$ cat src/rtl/branch_resolve_unit.sv
// Branch condition resolver (BEQ/BNE/BLT/BGE/BLTU/BGEU) with a bimodal 2-bit BHT.
// Optional statistics counters are compiled in with `define BRANCH_STATS_EN.
module branch_resolve_unit #(
  parameter int unsigned DATA_WIDTH = 32,
  parameter int unsigned PC_WIDTH   = 32,
  parameter int unsigned BHT_DEPTH  = 16,
  parameter logic [1:0]  BHT_INIT   = 2'b01
) (
  input  logic                  clk,
  input  logic                  rst_n,
  input  logic [PC_WIDTH-1:0]   predict_pc,
  output logic                  predict_taken,
  input  logic                  resolve_valid,
  input  logic [PC_WIDTH-1:0]   resolve_pc,
  input  logic [2:0]            resolve_cond_type,
  input  logic [DATA_WIDTH-1:0] resolve_data_1,
  input  logic [DATA_WIDTH-1:0] resolve_data_2,
  input  logic                  resolve_pred_taken,
  input  logic                  flush,
  output logic                  result_valid,
  output logic                  condition_satisfied,
  output logic                  mispredict
`ifdef BRANCH_STATS_EN
  ,
  output logic [31:0]           stat_branches,
  output logic [31:0]           stat_mispredicts
`endif
);

  localparam int unsigned IDX_W = (BHT_DEPTH > 1) ? $clog2(BHT_DEPTH) : 1;

  localparam logic [2:0] CT_BEQ  = 3'd1;
  localparam logic [2:0] CT_BNE  = 3'd2;
  localparam logic [2:0] CT_BLT  = 3'd3;
  localparam logic [2:0] CT_BGE  = 3'd4;
  localparam logic [2:0] CT_BLTU = 3'd5;
  localparam logic [2:0] CT_BGEU = 3'd6;

  // Handshake: a request is accepted on any rising edge with resolve_valid=1 and
  // flush=0; there is no ready. Its result is held for exactly the next cycle.
  logic [IDX_W-1:0] pred_idx;
  logic [IDX_W-1:0] res_idx;
  logic             accept;
  logic             is_branch;
  logic             eq;
  logic             lt_s;
  logic             lt_u;
  logic             taken;
  logic             miss;

  assign pred_idx  = predict_pc[IDX_W+1:2];
  assign res_idx   = resolve_pc[IDX_W+1:2];
  assign accept    = resolve_valid & ~flush;
  assign is_branch = (resolve_cond_type != 3'd0) && (resolve_cond_type != 3'd7);

  // Only the index field of the PCs is used; the rest aliases by design.
  logic unused_pc_bits;
  assign unused_pc_bits = ^{predict_pc, resolve_pc};

  assign eq   = (resolve_data_1 == resolve_data_2);
  assign lt_s = $signed(resolve_data_1) < $signed(resolve_data_2);
  assign lt_u = resolve_data_1 < resolve_data_2;

  always_comb begin
    taken = 1'b0;
    case (resolve_cond_type)
      CT_BEQ:  taken = eq;
      CT_BNE:  taken = ~eq;
      CT_BLT:  taken = lt_s;
      CT_BGE:  taken = ~lt_s;
      CT_BLTU: taken = lt_u;
      CT_BGEU: taken = ~lt_u;
      default: taken = 1'b0;
    endcase
  end

  assign miss = taken ^ resolve_pred_taken;

  // Result registers
  logic result_valid_q, result_valid_d;
  logic cond_q, cond_d;
  logic mispredict_q, mispredict_d;

  always_comb begin
    result_valid_d = accept;
    cond_d         = accept & taken;
    mispredict_d   = accept & miss;
  end

  always_ff @(posedge clk) begin
    if (!rst_n) begin
      result_valid_q <= 1'b0;
      cond_q         <= 1'b0;
      mispredict_q   <= 1'b0;
    end else begin
      result_valid_q <= result_valid_d;
      cond_q         <= cond_d;
      mispredict_q   <= mispredict_d;
    end
  end

  assign result_valid        = result_valid_q;
  assign condition_satisfied = cond_q;
  assign mispredict          = mispredict_q;

  // Branch history table; the read port sees the pre-update value (no bypass).
  logic [1:0] bht_q [BHT_DEPTH];
  logic [1:0] ctr_cur;
  logic [1:0] ctr_d;

  assign ctr_cur       = bht_q[res_idx];
  assign predict_taken = bht_q[pred_idx][1];

  always_comb begin
    ctr_d = ctr_cur;
    if (taken) begin
      if (ctr_cur != 2'd3) ctr_d = ctr_cur + 2'd1;
    end else begin
      if (ctr_cur != 2'd0) ctr_d = ctr_cur - 2'd1;
    end
  end

  always_ff @(posedge clk) begin
    if (!rst_n) begin
      for (int i = 0; i < BHT_DEPTH; i++) bht_q[i] <= BHT_INIT;
    end else if (accept && is_branch) begin
      bht_q[res_idx] <= ctr_d;
    end
  end

`ifdef BRANCH_STATS_EN
  logic [31:0] stat_branches_q, stat_branches_d;
  logic [31:0] stat_mispredicts_q, stat_mispredicts_d;

  always_comb begin
    stat_branches_d    = stat_branches_q;
    stat_mispredicts_d = stat_mispredicts_q;
    if (accept && is_branch) begin
      if (stat_branches_q != 32'hFFFF_FFFF) stat_branches_d = stat_branches_q + 32'd1;
      if (miss && (stat_mispredicts_q != 32'hFFFF_FFFF))
        stat_mispredicts_d = stat_mispredicts_q + 32'd1;
    end
  end

  always_ff @(posedge clk) begin
    if (!rst_n) begin
      stat_branches_q    <= 32'd0;
      stat_mispredicts_q <= 32'd0;
    end else begin
      stat_branches_q    <= stat_branches_d;
      stat_mispredicts_q <= stat_mispredicts_d;
    end
  end

  assign stat_branches    = stat_branches_q;
  assign stat_mispredicts = stat_mispredicts_q;
`endif

endmodule

$ cat config.mk
export PLATFORM = sky130hd
export DESIGN_NAME = branch_resolve_unit
export DESIGN_NICKNAME = d
export VERILOG_FILES = /design/src/rtl/branch_resolve_unit.sv
export SDC_FILE = /design/constraint.sdc
export NUM_CORES = 1
export LEC_CHECK = 0
export BUFFER_PORTS_ARGS = -buffer_cell sky130_fd_sc_hd__buf_2
export CAP_MARGIN = 30
export CORE_MARGIN = 8
export CORE_UTILIZATION = 42
export DETAILED_ROUTE_END_ITERATION = 12
export GPL_TIMING_DRIVEN = 0
export MAX_ROUTING_LAYER = met4
export PLACE_DENSITY = 0.77
export SYNTH_ARGS = -nofsm -noshare
export SYNTH_HDL_FRONTEND = slang
export SYNTH_SLANG_ARGS = --single-unit
export TNS_END_PERCENT = 50
$ cat constraint.sdc
create_clock -name clk -period 2.46 [get_ports clk]
set_input_delay 0.246 -clock clk [delete_from_list [all_inputs] [get_ports clk]]
set_output_delay 0.246 -clock clk [all_outputs]
set_load 0.005 [all_outputs]
==> results.sh, run 1 <==
export IMPL_startpoint_type="register"
export IMPL_ys_seq_area_frac=0.359
export IMPL_die_h_um=98.3
export IMPL_yosys_area_top_type_share=0.338
export IMPL_stdcell_count=462
export IMPL_drcViolationCount=0
export IMPL_worst_slew_pin_slew_ps=667
export IMPL_num_antenna_cells=0
export IMPL_drive_gt1_frac=0.471
export IMPL_maxSlewViolCount=0
export IMPL_setup_slack_ps=6.69
export IMPL_synth_warning_count=0
export IMPL_gp_congestion=0.876
export IMPL_cts_buffers=5
export IMPL_drt_pass1_iterations=4
export IMPL_grt_antenna_before_repair=0
export IMPL_synth_distinct_cells=43
export IMPL_nets=549
export IMPL_hpwl_mm=6.03
export IMPL_routed_wl_mm=8.04
export IMPL_clkSinkCount=35
export IMPL_avgSynthCellArea_um2=9.94
export IMPL_path_class="reg2reg"
export IMPL_vias=2567
export IMPL_gr_total_overflow=0
export IMPL_via_per_inst=5.56
export IMPL_syn_inst=286
export IMPL_grt_max_degree=14
export IMPL_place_inst=444
export IMPL_hold_violations=0
export IMPL_clk_latency_ps=300
export IMPL_yosys_area_top_type="edfxtp_1"
export IMPL_rsz0062_at_grt="yes"
export IMPL_drtAntennaViolNets=0
export IMPL_ys_flop_type="edfxtp_1"
export IMPL_core_um2=6680
export IMPL_max_freq_ghz=0.408
export IMPL_fillers=550
export IMPL_mappedNetlistArea_um2=2840
export IMPL_reg2reg_slack_ps=7
export IMPL_period_minus_slack_ps=2450
export IMPL_setup_worst_path_end_class="register"
export IMPL_area_growth_pct=37.7
export IMPL_drv_cap=0
export IMPL_drt_iter0_drc=91
export IMPL_synth_edf_count=32
export IMPL_period_share=0.997
export IMPL_port_buffer_count=78
export IMPL_synth_fp_nets=454
export IMPL_hold_buffers=0
export IMPL_grt_pass1_wl_mm=11.9
export IMPL_crit_fanout=5
export IMPL_p_leak_nw=1.65
export IMPL_avgRoutedWirePerCell_um=17.4
export IMPL_start_util=0.425
export IMPL_die_x_um=98.3
export IMPL_skew_ps=8.54
export IMPL_crit_arrival_ps=2480
export IMPL_synth_seq_cells=35
export IMPL_power_density_nw_per_um2=440
export IMPL_clockBufferDepth=2
export IMPL_relSlewSlack=0.555
export IMPL_cts_root_buf="clkbuf_8"
export IMPL_ys_top_cells_by_area="edfxtp_1, ha_1, mux4_2"
export IMPL_grt_pass1_vias=2632
export IMPL_die_area_um2=9650
export IMPL_synth_async_reset_ratio=0
export IMPL_max_vdd_ir_drop_mv=0.340
export IMPL_final_core_util=0.586
export IMPL_place_ws_ps=-393
export IMPL_cts_tree="yes"
export IMPL_cts_max_level=2
export IMPL_grt_usage=0.158
export IMPL_crit_required_ps=2480
export IMPL_setup_viol=0
export IMPL_ios=140
export IMPL_run_status="complete, no violations"
export IMPL_holdCritPathClass="in2reg"
export IMPL_path_clk_slew_ps=80
export IMPL_rows=30
==> synth_stat cells, types with 2 or more instances <==
cell type  count
nand3_2        2
o21ai_1        2
a21o_1         2
nand3_1       19
o21ai_0        6
ha_1          32
or3_1          3
a31oi_1        2
o221ai_1       2
dfxtp_1        3
a21oi_1       16
inv_1         36
nand2b_1       8
nand2_1       35
nor3_1         4
edfxtp_1      32
buf_6          4
nor2b_1        7
nor2_1        12
nor2_2        10
mux4_2        15
nand4_1        7
and3_1         2
clkbuf_1       6
==> per-stage QoR <==
| stage | area [µm²] | setup TNS [ps] | power, mW | hold WS [ps] |
|---|---|---|---|---|
| final | 3910 | 0 | 1.72 | 231 |
| after global routing | 3910 | -2390 | 1.79 | 242 |
| after CTS | 3520 | 0 | 1.62 | 223 |
| after detailed placement | 3350 | -10940 | 1.06 | 540 |
| after global placement | 3350 | -8630 | 1.04 | 525 |
| after floorplan | 2860 | 0 | 0.922 | 407 |
==> report_power, final <==
part	internal [mW]	switching, mW
Sequential	0.662	0.00629
Clock	0.307	0.242
Combinational	0.244	0.260
==> cell usage in the layout, fill, tap and decap left out, drive strengths merged, types with 2 or more instances in the layout <==
cell type / Yosys / routed
a21o: 2 / 2
a31oi: 2 / 2
nand3: 21 / 21
edfxtp: 32 / 32
nor3: 4 / 4
dfxtp: 3 / 3
inv: 36 / 37
o21ai: 8 / 8
nor2b: 7 / 7
and3: 3 / 3
buf: 5 / 92
mux4: 15 / 15
nor4: 2 / 2
nand2b: 8 / 8
clkbuf: 7 / 13
ha: 32 / 32
nand4: 7 / 7
o221ai: 2 / 2
nor2: 22 / 22
a21oi: 17 / 17
or3: 3 / 3
nand2: 35 / 35
==> critical path: stages (launching register included) <==
cell	delay, ps
edfxtp_1	400
mux4_2	500
mux4_2	560
nor3_4	230
nand3_4	120
nand3_4	140
clkbuf_16	170
nand3_2	60
==> per-layer routing <==
metal / up-vias / track usage / part of all wire
li1: 1226 / - / -
met1: 1215 / 0.164 / 0.39
met2: 104 / 0.274 / 0.52
met3: 22 / 0.0455 / 0.069
met4: 0 / 0.0685 / 0.029
met5: - / - / 0
==> worst paths after layout <==
check | from | to | cells after the start
worst max-delay path | bht_q[15][1]$_SDFFCE_PN0P_ | bht_q[14][0]$_SDFFCE_PN1P_ | 7
worst min-delay path | resolve_pred_taken | mispredict$_SDFF_PN0_ | 3
worst max register to register | bht_q[15][1]$_SDFFCE_PN0P_ | bht_q[14][0]$_SDFFCE_PN1P_ | 7
worst min register to register | bht_q[2][1]$_SDFFCE_PN0P_ | bht_q[5][1]$_SDFFCE_PN0P_ | 6
==> logic make-up after synthesis <==
logic type / count (synthesis) / synth area share
buffers and inverters: 48 / 0.0788
AOI/OAI and AO/OA: 38 / 0.0819
DFF: 35 / 0.359
adders and majority gates: 32 / 0.141
muxes: 16 / 0.124
and+or+nand+nor: 117 / 0.215
==> area by class of cell <==
class | instances | area, µm² | share of cell area
buffer | 12 | 104 | 0.0265
clock buffer | 5 | 68.8 | 0.0176
tap | 80 | 100 | 0.0256
clock inverter | 3 | 47.5 | 0.0121
timing repair buffer | 88 | 518 | 0.132
inverter | 36 | 145 | 0.0371
multi-input combinational | 203 | 1910 | 0.488
sequential | 35 | 1020 | 0.261
==> state kept, by name, indices dropped and copies added, names as in the netlist <==
| signal | flops |
|---|---|
| bht_q | 32 |
| result_valid | 1 |
| mispredict | 1 |
| condition_satisfied | 1 |
==> what timing repair did <==
item	in CTS	in global routing
setup endpoints to repair	20	36
setup buffers	2	7
resized for setup	6	63
pin swaps	3	21
cloned	0	1
Power figures use the tool's default switching activity.
==> run 2, diff against run 1 <==
- CORE_UTILIZATION: 42 -> 47
- PLACE_DENSITY: 0.77 -> 0.82
- clock period: 2.46 -> 2.6 ns (I/O delays scaled with it)
==> run 2 against run 1 <==
- sequential cell count unchanged
- critical endpoint is now bht_q[6][1]$_SDFFCE_PN0P_
- clock-buffer cell count stayed put
- combinational power shrank 26%
- total power is 19% lower
- routed wire length fell by 16%
==> results.sh, run 2 (synthesis results as in run 1) <==
export IMPL_setup_worst_path_end_class="register"
export IMPL_avgRoutedWirePerCell_um=15.0
export IMPL_regMostFlops="bht_q"
export IMPL_final_common_cell="buf_2"
export IMPL_area_growth_pct=22.3
export IMPL_drtAntennaViolNets=0
export IMPL_crit_arrival_ps=2620
export IMPL_cts_root_buf="clkbuf_8"
export IMPL_die_area_um2=8790
export IMPL_grt_antenna_before_repair=0
export IMPL_drv_cap=0
export IMPL_final_core_util=0.591
export IMPL_grt_usage=0.163
export IMPL_worst_slew_pin_slew_ps=556
export IMPL_grtUsageMet2=0.283
export IMPL_power_density_nw_per_um2=399
export IMPL_holdCritPathClass="in2reg"
export IMPL_via_per_inst=5.47
export IMPL_max_freq_ghz=0.405
export IMPL_grt_pass1_wl_mm=10.9
export IMPL_grt_max_degree=12
export IMPL_die_x_um=93.8
export IMPL_cts_max_level=2
export IMPL_tns_ps=0
export IMPL_setup_viol=0
export IMPL_drive_gt1_frac=0.357
export IMPL_final_cell_mix="buf_2, inv_1, nand2_1, ha_1, edfxtp_1"
export IMPL_grt_pass1_vias=2455
export IMPL_place_ws_ps=-345
export IMPL_drcViolationCount=0
export IMPL_path_class="in2reg"
export IMPL_period_minus_slack_ps=2470
export IMPL_gr_total_overflow=0
export IMPL_nets=542
export IMPL_rows=28
export IMPL_startpoint_type="input pin"
export IMPL_largest_reg_flops=32
export IMPL_run_status="complete, no violations"
export IMPL_cts_buffers=5
export IMPL_path_clk_slew_ps=70
export IMPL_clk_latency_ps=290
export IMPL_crit_fanout=10
export IMPL_routed_wl_mm=6.75
export IMPL_grt_util_met1=0.172
export IMPL_drt_pass1_iterations=5
export IMPL_vias=2461
export IMPL_gp_congestion=0.849
export IMPL_period_share=0.949
export IMPL_hpwl_mm=5.57
export IMPL_maxSlewViolCount=0
export IMPL_start_util=0.483
export IMPL_cts_tree="yes"
export IMPL_hold_violations=0
export IMPL_core_um2=5890
export IMPL_rsz0062_at_grt="no"
export IMPL_die_h_um=93.8
export IMPL_grt_util_met3=0.0472
export IMPL_relSlewSlack=0.629
export IMPL_skew_ps=6.09
export IMPL_clockBufferDepth=2
export IMPL_num_antenna_cells=0
export IMPL_clkSinkCount=35
export IMPL_max_vdd_ir_drop_mv=0.234
export IMPL_setup_slack_ps=132
export IMPL_holdWs_ps=236
export IMPL_p_leak_nw=1.56
export IMPL_port_buffer_count=78
export IMPL_crit_required_ps=2750
export IMPL_hold_buffers=0
export IMPL_top_usage_layer="met2"
export IMPL_ios=140
export IMPL_drt_iter0_drc=190
## run 2: cell count changes in the layout (fill, tap and decap cells not counted), sizes merged
cell / previous run / this run
buf: 92 / 86
bufinv: 1 / 0
clkbuf: 13 / 12
clkinv: 1 / 3
inv: 37 / 36
## run 2: routing by layer
metal	vias up	wire length, µm
li1	1215	-
met1	1137	2430
met2	95	3590
met3	14	577
met4	0	152
met5	-	0
## run 2: timing repair
item,in CTS,in global routing
buffers inserted,3,0
gates resized for setup,0,8
setup endpoints to repair,20,39
pin swaps,2,3
## run 2: power breakdown
group,switching [mW],total [mW],internal (mW)
sequential,0.00574,0.633,0.627
combinational,0.196,0.371,0.175
clock,0.202,0.385,0.183
## run 2: final cells by class
cell class / count / area [µm²]
tap: 75 / 93.8
buffer: 12 / 88.8
fill: 498 / 2410
clock buffer: 5 / 68.8
inverter: 36 / 135
multi-input combinational: 203 / 1640
sequential: 35 / 1020
clock inverter: 3 / 15.0
timing repair buffer: 81 / 413
## run 2: critical path, cell delays in order
cell,delay [ps]
buf_2,100
ha_1,340
a21oi_2,160
nand2_1,70
a221o_1,340
o31a_1,300
or3_4,440
a31oi_2,220
nand3_2,120
buf_6,180
nor2_2,90
## run 2: path summary, 6_finish.rpt
check	from	end	cells past startpoint	slack [ps]
min	resolve_pred_taken	mispredict$_SDFF_PN0_	3	240
max reg2reg	bht_q[3][1]$_SDFFCE_PN0P_	bht_q[10][0]$_SDFFCE_PN1P_	7	190
min reg2reg	bht_q[12][0]$_SDFFCE_PN1P_	bht_q[5][0]$_SDFFCE_PN1P_	6	1380
max	resolve_data_1[14]	bht_q[6][1]$_SDFFCE_PN0P_	11	130
## run 2: through the flow
stage	total power [mW]	instances	cell area, µm²
2_1_floorplan	0.870	286	2840
3_3_place_gp	0.982	439	3330
3_5_place_dp	0.995	439	3330
4_1_cts	1.38	450	3430
5_1_grt	1.46	450	3480
6_report	1.39	450	3480
==> run 3, diff against run 2 <==
- ABC_AREA: unset -> 1
- CORE_UTILIZATION: 47 -> 48
==> run 3 against run 2 <==
- clock-buffer cell count unchanged
- routed wire length increased by 11%
- register-to-register slack improved by 520 ps
- first-iteration DRC count decreased by 30%
- clock skew decreased by 2.0 ps
- sequential cell count unchanged
- critical endpoint is now bht_q[10][0]$_SDFFCE_PN1P_
- largest cell class unchanged
- largest power group unchanged
==> results.sh, run 3 <==
export IMPL_run_status="complete, no violations"
export IMPL_yosys_area_share_adder=0.134
export IMPL_hold_end="mispredict$_SDFF_PN0_"
export IMPL_fillers=525
export IMPL_grt_usage=0.177
export IMPL_crit_required_ps=2630
export IMPL_synth_seq_cells=35
export IMPL_holdWs_ps=261
export IMPL_gr_total_overflow=0
export IMPL_num_antenna_cells=0
export IMPL_yosys_area_top_type="edfxtp_1"
export IMPL_ios=140
export IMPL_synth_warning_count=0
export IMPL_hold_violations=0
export IMPL_reg2reg_from="bht_q[15][1]$_SDFFCE_PN0P_"
export IMPL_die_x_um=95.0
export IMPL_core_um2=5990
export IMPL_drtAntennaViolNets=0
export IMPL_yosys_area_top_type_share=0.321
export IMPL_synthTopCellsByCount="inv_1, nand2_1, nor2_1, edfxtp_1, ha_1"
export IMPL_power_density_nw_per_um2=417
export IMPL_final_core_util=0.603
export IMPL_hp_start="flush"
export IMPL_postCtsSetupRepairBufs=0
export IMPL_period_minus_slack_ps=2250
export IMPL_clockBufferDepth=2
export IMPL_grt_pass1_vias=2959
export IMPL_yosys_area_share_simple=0.276
export IMPL_final_common_cell="inv_1"
export IMPL_rsz0062_at_grt="no"
export IMPL_max_stage_delay_ps=340
export IMPL_yosysMostFrequentCell="inv_1"
export IMPL_maxSlewViolCount=0
export IMPL_max_vdd_ir_drop_mv=0.280
export IMPL_max_freq_ghz=0.445
export IMPL_tns_ps=0
export IMPL_ys_seq_area_frac=0.341
export IMPL_cp_top_family="compound AO/OA/AOI/OAI gates"
export IMPL_die_area_um2=9020
export IMPL_synth_compound_area_frac=0.110
export IMPL_hold_depth=4
export IMPL_synth_fp_nets=568
export IMPL_synthMuxAreaShare=0.0134
export IMPL_die_h_um=95.0
export IMPL_reg2reg_slack_ps=710
export IMPL_gp_congestion=0.944
export IMPL_startpoint_type="input pin"
export IMPL_ys_top_cells_by_area="edfxtp_1, ha_1, inv_1"
export IMPL_final_cell_mix="inv_1, nand2_1, buf_2, nor2_1"
export IMPL_crit_arrival_ps=2280
export IMPL_p_leak_nw=1.83
export IMPL_period_share=0.865
export IMPL_cts_max_level=2
export IMPL_cts_root_buf="clkbuf_8"
export IMPL_drv_cap=0
export IMPL_crit_top_cell="nand2_1"
export IMPL_worst_slew_pin_slew_ps=682
export IMPL_drt_pass1_iterations=4
export IMPL_setup_viol=0
export IMPL_port_buffer_count=82
export IMPL_grt_antenna_before_repair=0
export IMPL_clkSinkCount=35
export IMPL_holdCritPathClass="in2reg"
export IMPL_vias=2906
export IMPL_synth_async_reset_ratio=0
export IMPL_crit_chain="buf_2 -> inv_1 -> ha_1 -> a21oi_1 -> o21a_1 -> nand2_1 -> a21oi_1 -> nand2_2 -> nand2_1 -> nand2_1 -> inv_1 -> nand2_4 -> o21ai_4 -> buf_6 -> nand3_1"
export IMPL_regMostFlops="bht_q"
export IMPL_cp_num_buf_inv=4
export IMPL_hpwl_mm=6.21
export IMPL_ys_flop_type="edfxtp_1"
export IMPL_r2r_end="bht_q[10][0]$_SDFFCE_PN1P_"
export IMPL_cts_tree="yes"
export IMPL_drt_iter0_drc=133
export IMPL_synth_distinct_cells=31
export IMPL_drive_gt1_frac=0.241
export IMPL_synth_top_family_by_area="simple AND/OR/NAND/NOR gates"
export IMPL_syn_inst=400
export IMPL_crit_fanout=10
export IMPL_setup_worst_path_end_class="register"
export IMPL_path_clk_slew_ps=70
export IMPL_start_util=0.500
export IMPL_cts_buffers=5
export IMPL_drcViolationCount=0
export IMPL_reg2regPathDepth=7
export IMPL_largest_reg_flops=32
export IMPL_clk_latency_ps=290
export IMPL_synth_edf_count=32
export IMPL_path_class="in2reg"
export IMPL_via_per_inst=5.14
export IMPL_slowest_stage="ha_1"
export IMPL_relSlewSlack=0.544
export IMPL_routed_wl_mm=7.51
export IMPL_rows=28
export IMPL_cts_resized_gates=0
export IMPL_avgSynthCellArea_um2=7.49
export IMPL_mappedNetlistArea_um2=2990
export IMPL_grt_pass1_wl_mm=12.4
export IMPL_nets=657
export IMPL_skew_ps=4.11
export IMPL_crit_cells=15
export IMPL_grt_max_degree=13
export IMPL_avgRoutedWirePerCell_um=13.3
export IMPL_area_growth_pct=20.6
export IMPL_synth_xor_area_frac=0
export IMPL_hold_buffers=0
run 3: changes by cell type in the layout (fill, tap and decap cells not counted), sizes merged, moves of 8 or more:
cell    delta
nand2     +59
nor2      +35
a22oi     +16
inv       +52
mux4      -15
nand2b     -8
run 3: worst register-to-register path: cells and delay by family, from the launching register on:
family          cells  cell delay (ps)
compound gates      1              200
buf+inv             1              290
flops               1              410
simple gates        5              720
run 3: layout make-up:
cell class | instances | area [µm²] | share of cell area
clock inverters | 3 | 43.8 | 0.0121
clock buffers | 5 | 68.8 | 0.0191
inverters | 88 | 330 | 0.0915
plain buffers | 6 | 47.5 | 0.0132
flip-flops and latches | 35 | 1020 | 0.283
well taps | 75 | 93.8 | 0.0260
repair buffers | 82 | 410 | 0.114
multi-input cells | 271 | 1600 | 0.442
run 3: worst max path at each step:
stage	end	startpoint	slack, ps
finish	bht_q[10][0]$_SDFFCE_PN1P_	resolve_data_2[31]	350
global route	bht_q[10][0]$_SDFFCE_PN1P_	resolve_data_2[31]	190
CTS	bht_q[10][0]$_SDFFCE_PN1P_	resolve_data_2[31]	360
detailed placement	bht_q[10][0]$_SDFFCE_PN1P_	resolve_data_2[31]	60
global placement	bht_q[10][0]$_SDFFCE_PN1P_	resolve_data_1[31]	150
floorplan	bht_q[7][1]$_SDFFCE_PN0P_	resolve_data_2[31]	430
run 3: metal layers:
metal | up-vias | share of wire | global-route usage
met1 | 1301 | 0.39 | 0.186
met4 | 0 | 0.026 | 0.0741
met5 | - | 0 | -
met2 | 117 | 0.53 | 0.322
li1 | 1470 | - | -
met3 | 18 | 0.056 | 0.0278
run 3: cells by family after synthesis:
kind of cell,after synthesis
multiplexers,4
buffers and inverters,94
flip-flops,35
AO/OA/AOI/OAI,52
adder cells (fa/ha/maj),32
AND/OR/NAND/NOR,183
run 3: through the flow:
step                cell area (µm²)  total power [mW]  setup WS, ps  std cells
floorplan                      2990             0.898           433        400
global placement               3500              1.02           152        557
finish                         3610              1.51           351        565
CTS                            3610              1.51           360        565
global route                   3610              1.58           186        565
detailed placement             3500              1.03          63.7        557
run 3: report_power, final:
part,switching (mW),internal (mW)
Combinational,0.230,0.160
Sequential,0.00769,0.627
Clock,0.196,0.285
